--- config.mk ---
export PLATFORM = sky130hd
export DESIGN_NAME = somador_acc_flat
export DESIGN_NICKNAME = d
export VERILOG_FILES = /design/src/rtl/somador_acc_if.sv /design/src/rtl/somador_acc.sv /design/src/flat_wrapper.sv
export SDC_FILE = /design/constraint.sdc
export NUM_CORES = 1
export LEC_CHECK = 0
export ABC_AREA = 1
export BUFFER_PORTS_ARGS = -buffer_cell sky130_fd_sc_hd__clkbuf_2
export CAP_MARGIN = 40
export CORE_UTILIZATION = 55
export DETAILED_ROUTE_END_ITERATION = 12
export HOLD_SLACK_MARGIN = 0.03
export PLACE_DENSITY = 0.9
export RECOVER_POWER = 25
export SLEW_MARGIN = 20
export SYNTH_ARGS = -nofsm -noshare
export SYNTH_HDL_FRONTEND = slang
export SYNTH_SLANG_ARGS = --single-unit
--- constraint.sdc ---
create_clock -name clk -period 3.45 [get_ports clk]
set_input_delay 0.69 -clock clk [delete_from_list [all_inputs] [get_ports clk]]
set_output_delay 0.69 -clock clk [all_outputs]
set_load 0.1 [all_outputs]
--- src/rtl/somador_acc_if.sv ---
// Command/result bus of the registered adder-accumulator.
// Carries the producer-side command handshake and the consumer-side result handshake.
// The slave modport is the arithmetic block. The master modport drives commands and consumes results.
interface somador_acc_if #(
   parameter int WIDTH = 4,
   parameter int CNT_W = 8
);
   // Producer -> block command channel
   logic             in_valid;
   logic             in_ready;
   logic [WIDTH-1:0] ia;
   logic [WIDTH-1:0] ib;
   logic [1:0]       mode;

   // Block -> consumer result channel
   logic             out_valid;
   logic             out_ready;
   logic [WIDTH-1:0] out;
   logic             carry;
   logic             overflow;

   // Status visible at all times
   logic [WIDTH-1:0] acc;
   logic [CNT_W-1:0] op_count;

   modport slave (
      input  in_valid, ia, ib, mode, out_ready,
      output in_ready, out_valid, out, carry, overflow, acc, op_count
   );

   modport master (
      output in_valid, ia, ib, mode, out_ready,
      input  in_ready, out_valid, out, carry, overflow, acc, op_count
   );
endinterface

--- src/rtl/somador_acc.sv ---
// Registered add/sub/accumulate/clear unit with carry, overflow and optional unsigned saturation.
// Latency 1 cycle from accept to result; throughput 1 command per cycle while out_ready is high.
// Backpressure: in_ready = !out_valid || out_ready; a held result and all flags freeze while stalled.
module somador_acc #(
   parameter int WIDTH    = 4,
   parameter int SATURATE = 0,
   parameter int CNT_W    = 8
) (
   input  logic           clk,
   input  logic           rst_n,
   somador_acc_if.slave   bus
);

   localparam logic [1:0] MODE_ADD = 2'b00;
   localparam logic [1:0] MODE_SUB = 2'b01;
   localparam logic [1:0] MODE_ACC = 2'b10;
   localparam logic [1:0] MODE_CLR = 2'b11;

   localparam int             MSB     = WIDTH - 1;
   localparam logic [CNT_W-1:0] CNT_ONE = CNT_W'(1);

   typedef enum logic {
      EMPTY = 1'b0,
      FULL  = 1'b1
   } state_t;

   state_t state_q, state_d;

   // Result register and architectural state
   logic [WIDTH-1:0] out_q;
   logic             carry_q;
   logic             ovf_q;
   logic [WIDTH-1:0] acc_q;
   logic [CNT_W-1:0] cnt_q;

   // Handshake decode
   logic accept;
   logic in_ready_w;

   // Datapath operands and raw WIDTH+1 results
   logic [WIDTH-1:0] opa;
   logic [WIDTH-1:0] opb;
   logic [WIDTH:0]   sum_w;
   logic [WIDTH:0]   diff_w;

   // Next values produced by the current command
   logic [WIDTH-1:0] res_d;
   logic             carry_d;
   logic             ovf_d;
   logic [WIDTH-1:0] acc_d;

   // A stalled consumer only blocks us when we actually hold a result
   assign in_ready_w = (state_q == EMPTY) || bus.out_ready;
   assign accept     = bus.in_valid && in_ready_w;

   // Two-state occupancy FSM: state register
   always_ff @(posedge clk or negedge rst_n) begin
      if (!rst_n) begin
         state_q <= EMPTY;
      end else begin
         state_q <= state_d;
      end
   end

   // Two-state occupancy FSM: next state. Accept always leaves us FULL,
   // even when the old result drains in the same cycle.
   always_comb begin
      state_d = state_q;
      case (state_q)
         EMPTY: begin
            if (accept) begin
               state_d = FULL;
            end
         end
         FULL: begin
            if (accept) begin
               state_d = FULL;
            end else if (bus.out_ready) begin
               state_d = EMPTY;
            end
         end
         default: state_d = EMPTY;
      endcase
   end

   // Accumulate reuses the adder with the accumulator standing in for operand A
   always_comb begin
      opa = bus.ia;
      opb = bus.ib;
      if (bus.mode == MODE_ACC) begin
         opa = acc_q;
         opb = bus.ia;
      end
   end

   assign sum_w  = {1'b0, opa} + {1'b0, opb};
   assign diff_w = {1'b0, opa} - {1'b0, opb};

   // Result, flags and accumulator update for the presented command.
   // Flags always report the raw arithmetic condition, saturation only clamps the value.
   always_comb begin
      res_d   = '0;
      carry_d = 1'b0;
      ovf_d   = 1'b0;
      acc_d   = acc_q;
      case (bus.mode)
         MODE_ADD, MODE_ACC: begin
            res_d   = sum_w[MSB:0];
            carry_d = sum_w[WIDTH];
            ovf_d   = (opa[MSB] == opb[MSB]) && (sum_w[MSB] != opa[MSB]);
            if ((SATURATE != 0) && sum_w[WIDTH]) begin
               res_d = '1;
            end
            if (bus.mode == MODE_ACC) begin
               acc_d = res_d;
            end
         end
         MODE_SUB: begin
            res_d   = diff_w[MSB:0];
            // The borrow out of the extended subtraction is exactly ia < ib unsigned
            carry_d = diff_w[WIDTH];
            ovf_d   = (opa[MSB] != opb[MSB]) && (diff_w[MSB] != opa[MSB]);
            if ((SATURATE != 0) && diff_w[WIDTH]) begin
               res_d = '0;
            end
         end
         MODE_CLR: begin
            res_d   = '0;
            carry_d = 1'b0;
            ovf_d   = 1'b0;
            acc_d   = '0;
         end
         default: begin
            res_d = '0;
         end
      endcase
   end

   // Result register: loads only on accept so it stays stable under backpressure
   always_ff @(posedge clk or negedge rst_n) begin
      if (!rst_n) begin
         out_q   <= '0;
         carry_q <= 1'b0;
         ovf_q   <= 1'b0;
      end else if (accept) begin
         out_q   <= res_d;
         carry_q <= carry_d;
         ovf_q   <= ovf_d;
      end
   end

   // Accumulator: touched only by accepted accumulate/clear commands
   always_ff @(posedge clk or negedge rst_n) begin
      if (!rst_n) begin
         acc_q <= '0;
      end else if (accept && bus.mode[1]) begin
         acc_q <= acc_d;
      end
   end

   // Accepted-command counter, wraps naturally at 2^CNT_W
   always_ff @(posedge clk or negedge rst_n) begin
      if (!rst_n) begin
         cnt_q <= '0;
      end else if (accept) begin
         cnt_q <= cnt_q + CNT_ONE;
      end
   end

   assign bus.in_ready  = in_ready_w;
   assign bus.out_valid = (state_q == FULL);
   assign bus.out       = out_q;
   assign bus.carry     = carry_q;
   assign bus.overflow  = ovf_q;
   assign bus.acc       = acc_q;
   assign bus.op_count  = cnt_q;

endmodule

--- src/flat_wrapper.sv ---
// flat-port wrapper written by rule: the top's interface ports become plain ports
module somador_acc_flat 
#(
   parameter int WIDTH    = 4,
   parameter int SATURATE = 0,
   parameter int CNT_W    = 8
)
  (clk, rst_n, bus_in_valid, bus_ia, bus_ib, bus_mode, bus_out_ready, bus_in_ready, bus_out_valid, bus_out, bus_carry, bus_overflow, bus_acc, bus_op_count);
  somador_acc_if #(.WIDTH(WIDTH), .CNT_W(CNT_W)) bus_i ();
  input  logic clk;
  input  logic rst_n;
  input wire logic [$bits(bus_i.in_valid)-1:0] bus_in_valid;
  input wire logic [$bits(bus_i.ia)-1:0] bus_ia;
  input wire logic [$bits(bus_i.ib)-1:0] bus_ib;
  input wire logic [$bits(bus_i.mode)-1:0] bus_mode;
  input wire logic [$bits(bus_i.out_ready)-1:0] bus_out_ready;
  output wire logic [$bits(bus_i.in_ready)-1:0] bus_in_ready;
  output wire logic [$bits(bus_i.out_valid)-1:0] bus_out_valid;
  output wire logic [$bits(bus_i.out)-1:0] bus_out;
  output wire logic [$bits(bus_i.carry)-1:0] bus_carry;
  output wire logic [$bits(bus_i.overflow)-1:0] bus_overflow;
  output wire logic [$bits(bus_i.acc)-1:0] bus_acc;
  output wire logic [$bits(bus_i.op_count)-1:0] bus_op_count;
  assign bus_i.in_valid = bus_in_valid;
  assign bus_i.ia = bus_ia;
  assign bus_i.ib = bus_ib;
  assign bus_i.mode = bus_mode;
  assign bus_i.out_ready = bus_out_ready;
  assign bus_in_ready = bus_i.in_ready;
  assign bus_out_valid = bus_i.out_valid;
  assign bus_out = bus_i.out;
  assign bus_carry = bus_i.carry;
  assign bus_overflow = bus_i.overflow;
  assign bus_acc = bus_i.acc;
  assign bus_op_count = bus_i.op_count;
  somador_acc #(.WIDTH(WIDTH), .SATURATE(SATURATE), .CNT_W(CNT_W)) u_core (.clk(clk), .rst_n(rst_n), .bus(bus_i));
endmodule
Yosys cells after proc, flatten, opt, wreduce, memory -nomap -nowiden
Index checks and enable logic that the tools add are counted.

storage, ports and cells
  register bits = 19
  input port bits = 14
  output and inout bits = 20

cells by class
  add/subtract/negate cells = 3
  equality and inequality tests = 8
  mux-type cells = 11
  bitwise gates (word level) = 1
  reductions and logical operators = 9

operator list
  kind                                                                     number
  4-bit two-way mux                                                        3
  4-bit case mux with 3 select lines                                       1
  8-bit by 1-bit adder with 8-bit output, second input constant            1
  4-bit case mux with 2 select lines                                       1
  1-bit case mux with 3 select lines                                       2
  4-bit by 4-bit adder with 5-bit output                                   1
  4-bit by 4-bit subtractor with 5-bit output                              1
  2-bit equality test, second input constant                               2
  1-bit logical AND                                                        4
  1-bit two-way mux                                                        3
  1-bit inequality test                                                    3
  3-bit AND reduction                                                      1
  2-bit by 1-bit equality test with 1-bit output, second input constant    1
  2-bit zero test                                                          1
  2-bit by 1-bit inequality test with 1-bit output, second input constant  1
  1-bit case mux with 2 select lines                                       1
  2-bit nonzero test                                                       1
  2-bit OR reduction                                                       1
  1-bit equality test                                                      1
  1-bit logical OR                                                         1
  1-bit NOT                                                                1

Depth between registers and ports, before layout
  depth after elaboration = 6
  mapped depth = 15
  depth with buffers taken out = 14

Worst setup path before layout
Ideal clock, no wire load.

  path kind = reg-to-reg
  from = reg u_core.acc_q[0], in the netlist u_core.bus.acc[0]
  to = reg u_core.out_q[1], in the netlist u_core.bus.out[1]
  arrival time = 2.298 ns
  required time = 3.382 ns
  setup slack = 1.084 ns
  cell stages (with the launch flop) = 10
  clock period less this slack = 2.366 ns
  cells stage by stage = dfrtp_1 > inv_1 > o21ai_2 > ha_1 > inv_1 > fa_1 > or2_2 > o21ai_0 > nand2_1 > nand2_1

on the way
  cells in the longest elaborated chain, start to end = 3
  elaborated cells between the ends (all ways) = 4

RTL lines
  what                                                                                                   line                                  source
  start, declared                                                                                        somador_acc.sv:33                     logic [WIDTH-1:0] acc_q;
  start signal, assigned                                                                                 somador_acc.sv:155                    acc_q <= '0;
  start signal, assigned                                                                                 somador_acc.sv:157                    acc_q <= acc_d;
  4-bit two-way mux *                                                                                    somador_acc.sv:90                     if (bus.mode == MODE_ACC) begin
  4-bit by 4-bit subtractor with 5-bit output or 4-bit by 4-bit adder with 5-bit output (tied branches)  somador_acc.sv:97, somador_acc.sv:96
  4-bit case mux with 3 select lines *                                                                   somador_acc.sv:106                    case (bus.mode)
  end signal, assigned                                                                                   somador_acc.sv:146                    out_q <= res_d;
  end, declared                                                                                          somador_acc.sv:30                     logic [WIDTH-1:0] out_q;

Mark *: on every way between the ends. The rest lies on a longest branch, timed or not.
A chain may end at the register's enable or synchronous reset.

Final worst setup path
  from = in bus_mode[0]
  to = reg u_core.acc_q[1], in the netlist u_core.bus.acc[1]

on the way
  cells in the longest elaborated chain, start to end = 5
  elaborated cells between the ends (all ways) = 12

RTL lines
  what                                    line                                                       source
  start, declared                         flat_wrapper.sv:15                                         input wire logic [$bits(bus_i.mode)-1:0] bus_mode;
  2-bit equality test                     somador_acc.sv:90, somador_acc.sv:106, somador_acc.sv:114
  4-bit two-way mux                       somador_acc.sv:90
  4-bit by 4-bit adder with 5-bit output  somador_acc.sv:96                                          assign sum_w = {1'b0, opa} + {1'b0, opb};
  4-bit two-way mux                       somador_acc.sv:114                                         if (bus.mode == MODE_ACC) begin
  4-bit case mux with 2 select lines      somador_acc.sv:106

Parallel ways exist; a longest one is shown, timed or not. The select of a mux whose other input is x is not followed.

==> metrics.md <==
| Metric | Value |
|---|---|
| Status | `complete, no violations` |
| Synthesized cell area | `1340 sq um` |
| Total number of vias | `1233` |
| Lkg Pwr | `0.881 nW` |
| Root Buffer | `clkbuf_4` |
| Slew headroom | `35.0%` |
| Remaining DRCs | `0` |
| FMAX | `0.447 GHz` |
| Antenna-violating nets left | `0` |
| Layout cells sized above 1 | `26.2%` |
| Pre-Repair DR Iteration Count | `4` |
| Clock Skew | `13.6 ps` |
| #FFs+latches synth | `19` |
| Vias per inst | `5.10` |
| WP data arrival | `2460 ps` |
| Final period util | `64.9%` |
| CTS Buf Count | `3` |
| Total die area | `2640 sq um` |
| DP HPWL | `2240 um` |
| CTS Hold Bufs | `0` |
| Max rail drop VDD | `0.631 mV` |
| Core Footprint | `2250 sq um` |
| Adder-cell share of the synthesized area | `11.4%` |
| Class of the worst hold path | `reg -> reg` |
| Largest family of logic cells by synthesized area | `simple AND/OR/NAND/NOR gates` |
| DRT iter0 DRCs | `25` |
| Cell Rows | `17` |
| RSZ-0062 raised after global routing | `false` |
| Total wire length | `2830 um` |
| Total grt overflow | `0` |
| Post-Syn Nets | `204` |
| Final setup viols | `0` |
| Clk Latency, worst-skew pair | `310 ps` |
| Worst Path Required | `3670 ps` |
| Cells after Synth | `179` |
| Setup_tns | `0 ps` |
| Final number of hold-violating endpoints | `0` |
| CTS sink count | `19` |
| Crit Path Max Fanout | `13` |
| Post-layout utilization of the core | `68.6%` |
| Routability cong. | `0.894` |
| Final Max Tran Viols | `0` |
| Antenna violations before repair | `0` |
| GRT Total Usage | `25.0%` |
| Layout Nets | `240` |
| Startpoint types | `input pin` |
| H-tree Lvls | `1` |
| CP Capture Type | `register` |
| Largest net degree at the start of global routing | `20` |
| Crit Path Class | `in -> reg` |
| Mux contribution to synthesized area | `0%` |
| Die Span Y | `51.3 um` |
| Filler instances | `206` |
| PwrDens | `753 nW/um^2` |
| Worst Tran Pin Value | `975 ps` |
| Vias in the first global route | `1157` |
| Clock slew at reported path FFs | `110 ps` |
| Max Root-Sink Buffers | `2` |
| YS warnings | `0` |
| CTS resizes | `0` |
| Wire per inst | `11.7 um` |
| Port bufs | `33` |
| MaxCap Viol Count | `0` |
| Compound-gate portion of the synthesized area | `9.16%` |
| XOR/XNOR share of the synthesized area | `3.27%` |
| Unique cell type count in the Yosys netlist | `27` |
| Fraction of the yosys area taken by sequential cells | `35.5%` |
| Synthesis-to-finish area growth | `15.5%` |
| # IOs | `34` |
| Simple-gate share of the synthesized area | `31.7%` |
| Die outline width | `51.3 um` |
| Min cycle time layout | `2240 ps` |
| Post-CTS Setup Bufs | `0` |
| First-pass GRT wire length | `4830 um` |
| Initial Utilization | `59.4%` |
| ANT cells | `0` |
| Synthesized area per cell | `7.48 sq um` |
| CTS tree | `yes` |
==> metal layers <==
layer / track usage (%) / vias up / part of all wire (%)
li1: - / 624 / -
met1: 30.1 / 570 / 46
met2: 43.9 / 34 / 48
met3: 3.57 / 5 / 4.3
met4: 10.8 / 0 / 2.0
met5: 0 / - / 0
==> stage by stage <==
step	total power, mW	std cells	hold WS (ps)	area (sq um)	worst slack (ps)
6_report	1.17	242	485	1550	1210
5_1_grt	1.23	242	506	1550	1040
4_1_cts	1.17	242	318	1550	1200
3_5_place_dp	1.05	238	464	1520	892
3_3_place_gp	1.04	238	460	1520	979
2_1_floorplan	0.934	179	394	1340	1080
==> path summary, 6_finish.rpt <==
kind	from	to	slack (ps)	depth (start not counted)
max	bus_mode[0]	u_core.bus.acc[1]$_DFFE_PN0P_	1210	10
min	u_core.bus.op_count[7]$_DFFE_PN0P_	u_core.bus.op_count[7]$_DFFE_PN0P_	480	1
max reg2reg	u_core.bus.acc[0]$_DFFE_PN0P_	u_core.bus.acc[1]$_DFFE_PN0P_	1650	7
min reg2reg	u_core.bus.op_count[7]$_DFFE_PN0P_	u_core.bus.op_count[7]$_DFFE_PN0P_	480	1
max in group asynchronous	rst_n	u_core.bus.acc[3]$_DFFE_PN0P_	2350	1
min in group asynchronous	rst_n	u_core.bus.op_count[0]$_DFFE_PN0P_	500	1
==> power by group <==
group | internal, mW | switching, mW
combinational | 0.121 | 0.594
sequential | 0.281 | 0.0551
clock | 0.0434 | 0.0707
total | 0.446 | 0.719
==> cell type report <==
cell class                      instances  area, sq um  area share [%]
Tap cell                               28         35.0            2.27
Clock inverter                          1         5.00           0.324
Timing Repair Buffer                   33          164            10.6
Clock buffer                            3         22.5            1.46
Inverter                               27          101            6.55
Sequential cell                        19          475            30.7
Multi-Input combinational cell        131          743            48.1
==> sequential cells by signal (all words and copies together), names as in the netlist <==
signal                count
u_core.bus.op_count       8
u_core.bus.acc            4
u_core.bus.out            4
u_core.bus.carry          1
u_core.bus.out_valid      1
u_core.bus.overflow       1
==> cells in the mapped netlist <==
master	instances	area, sq um
a21boi_0	1	7.51
a21oi_1	4	20.0
a31oi_1	1	6.26
buf_4	1	7.51
buf_6	1	11.3
dfrtp_1	19	475
fa_1	2	40.0
ha_1	9	113
inv_1	23	86.3
inv_2	4	15.0
nand2_1	56	210
nand2_2	4	25.0
nand2_4	1	11.3
nand3_1	11	55.1
nand3b_1	2	15.0
nand4_1	1	6.26
nor2_1	13	48.8
nor2_2	2	12.5
nor2_4	1	11.3
nor2b_1	1	6.26
nor3_2	1	10.0
o21ai_0	8	40.0
o21ai_1	1	5.00
o21ai_2	5	43.8
or2_2	2	12.5
xnor2_1	3	26.3
xor2_1	2	17.5
==> critical path: stages <==
cell	delay (ps)
clkbuf_2	150
inv_2	130
nand2_4	130
nand2_1	90
nand2_1	80
ha_1	230
inv_1	70
fa_1	400
or2_2	290
o21ai_0	190
==> cells in the final DEF (no fill, tap or decap), types with 2 or more instances in the layout <==
cell,count
clkbuf_2,32
fa_1,2
inv_2,4
dfrtp_1,19
xnor2_1,3
or2_2,2
a21oi_1,4
clkbuf_4,3
nand2_1,56
xor2_1,2
nand3_1,11
nor2_1,13
nor2_2,2
nand2_2,4
inv_1,23
ha_1,9
nand3b_1,2
o21ai_0,8
o21ai_2,5
==> logic make-up after synthesis <==
kind of cell | after synthesis
compound gates | 20
xor+xnor | 5
fa+ha+maj | 11
buf+inv | 29
flops | 19
simple gates | 95
(Power assumes the default switching activity.)
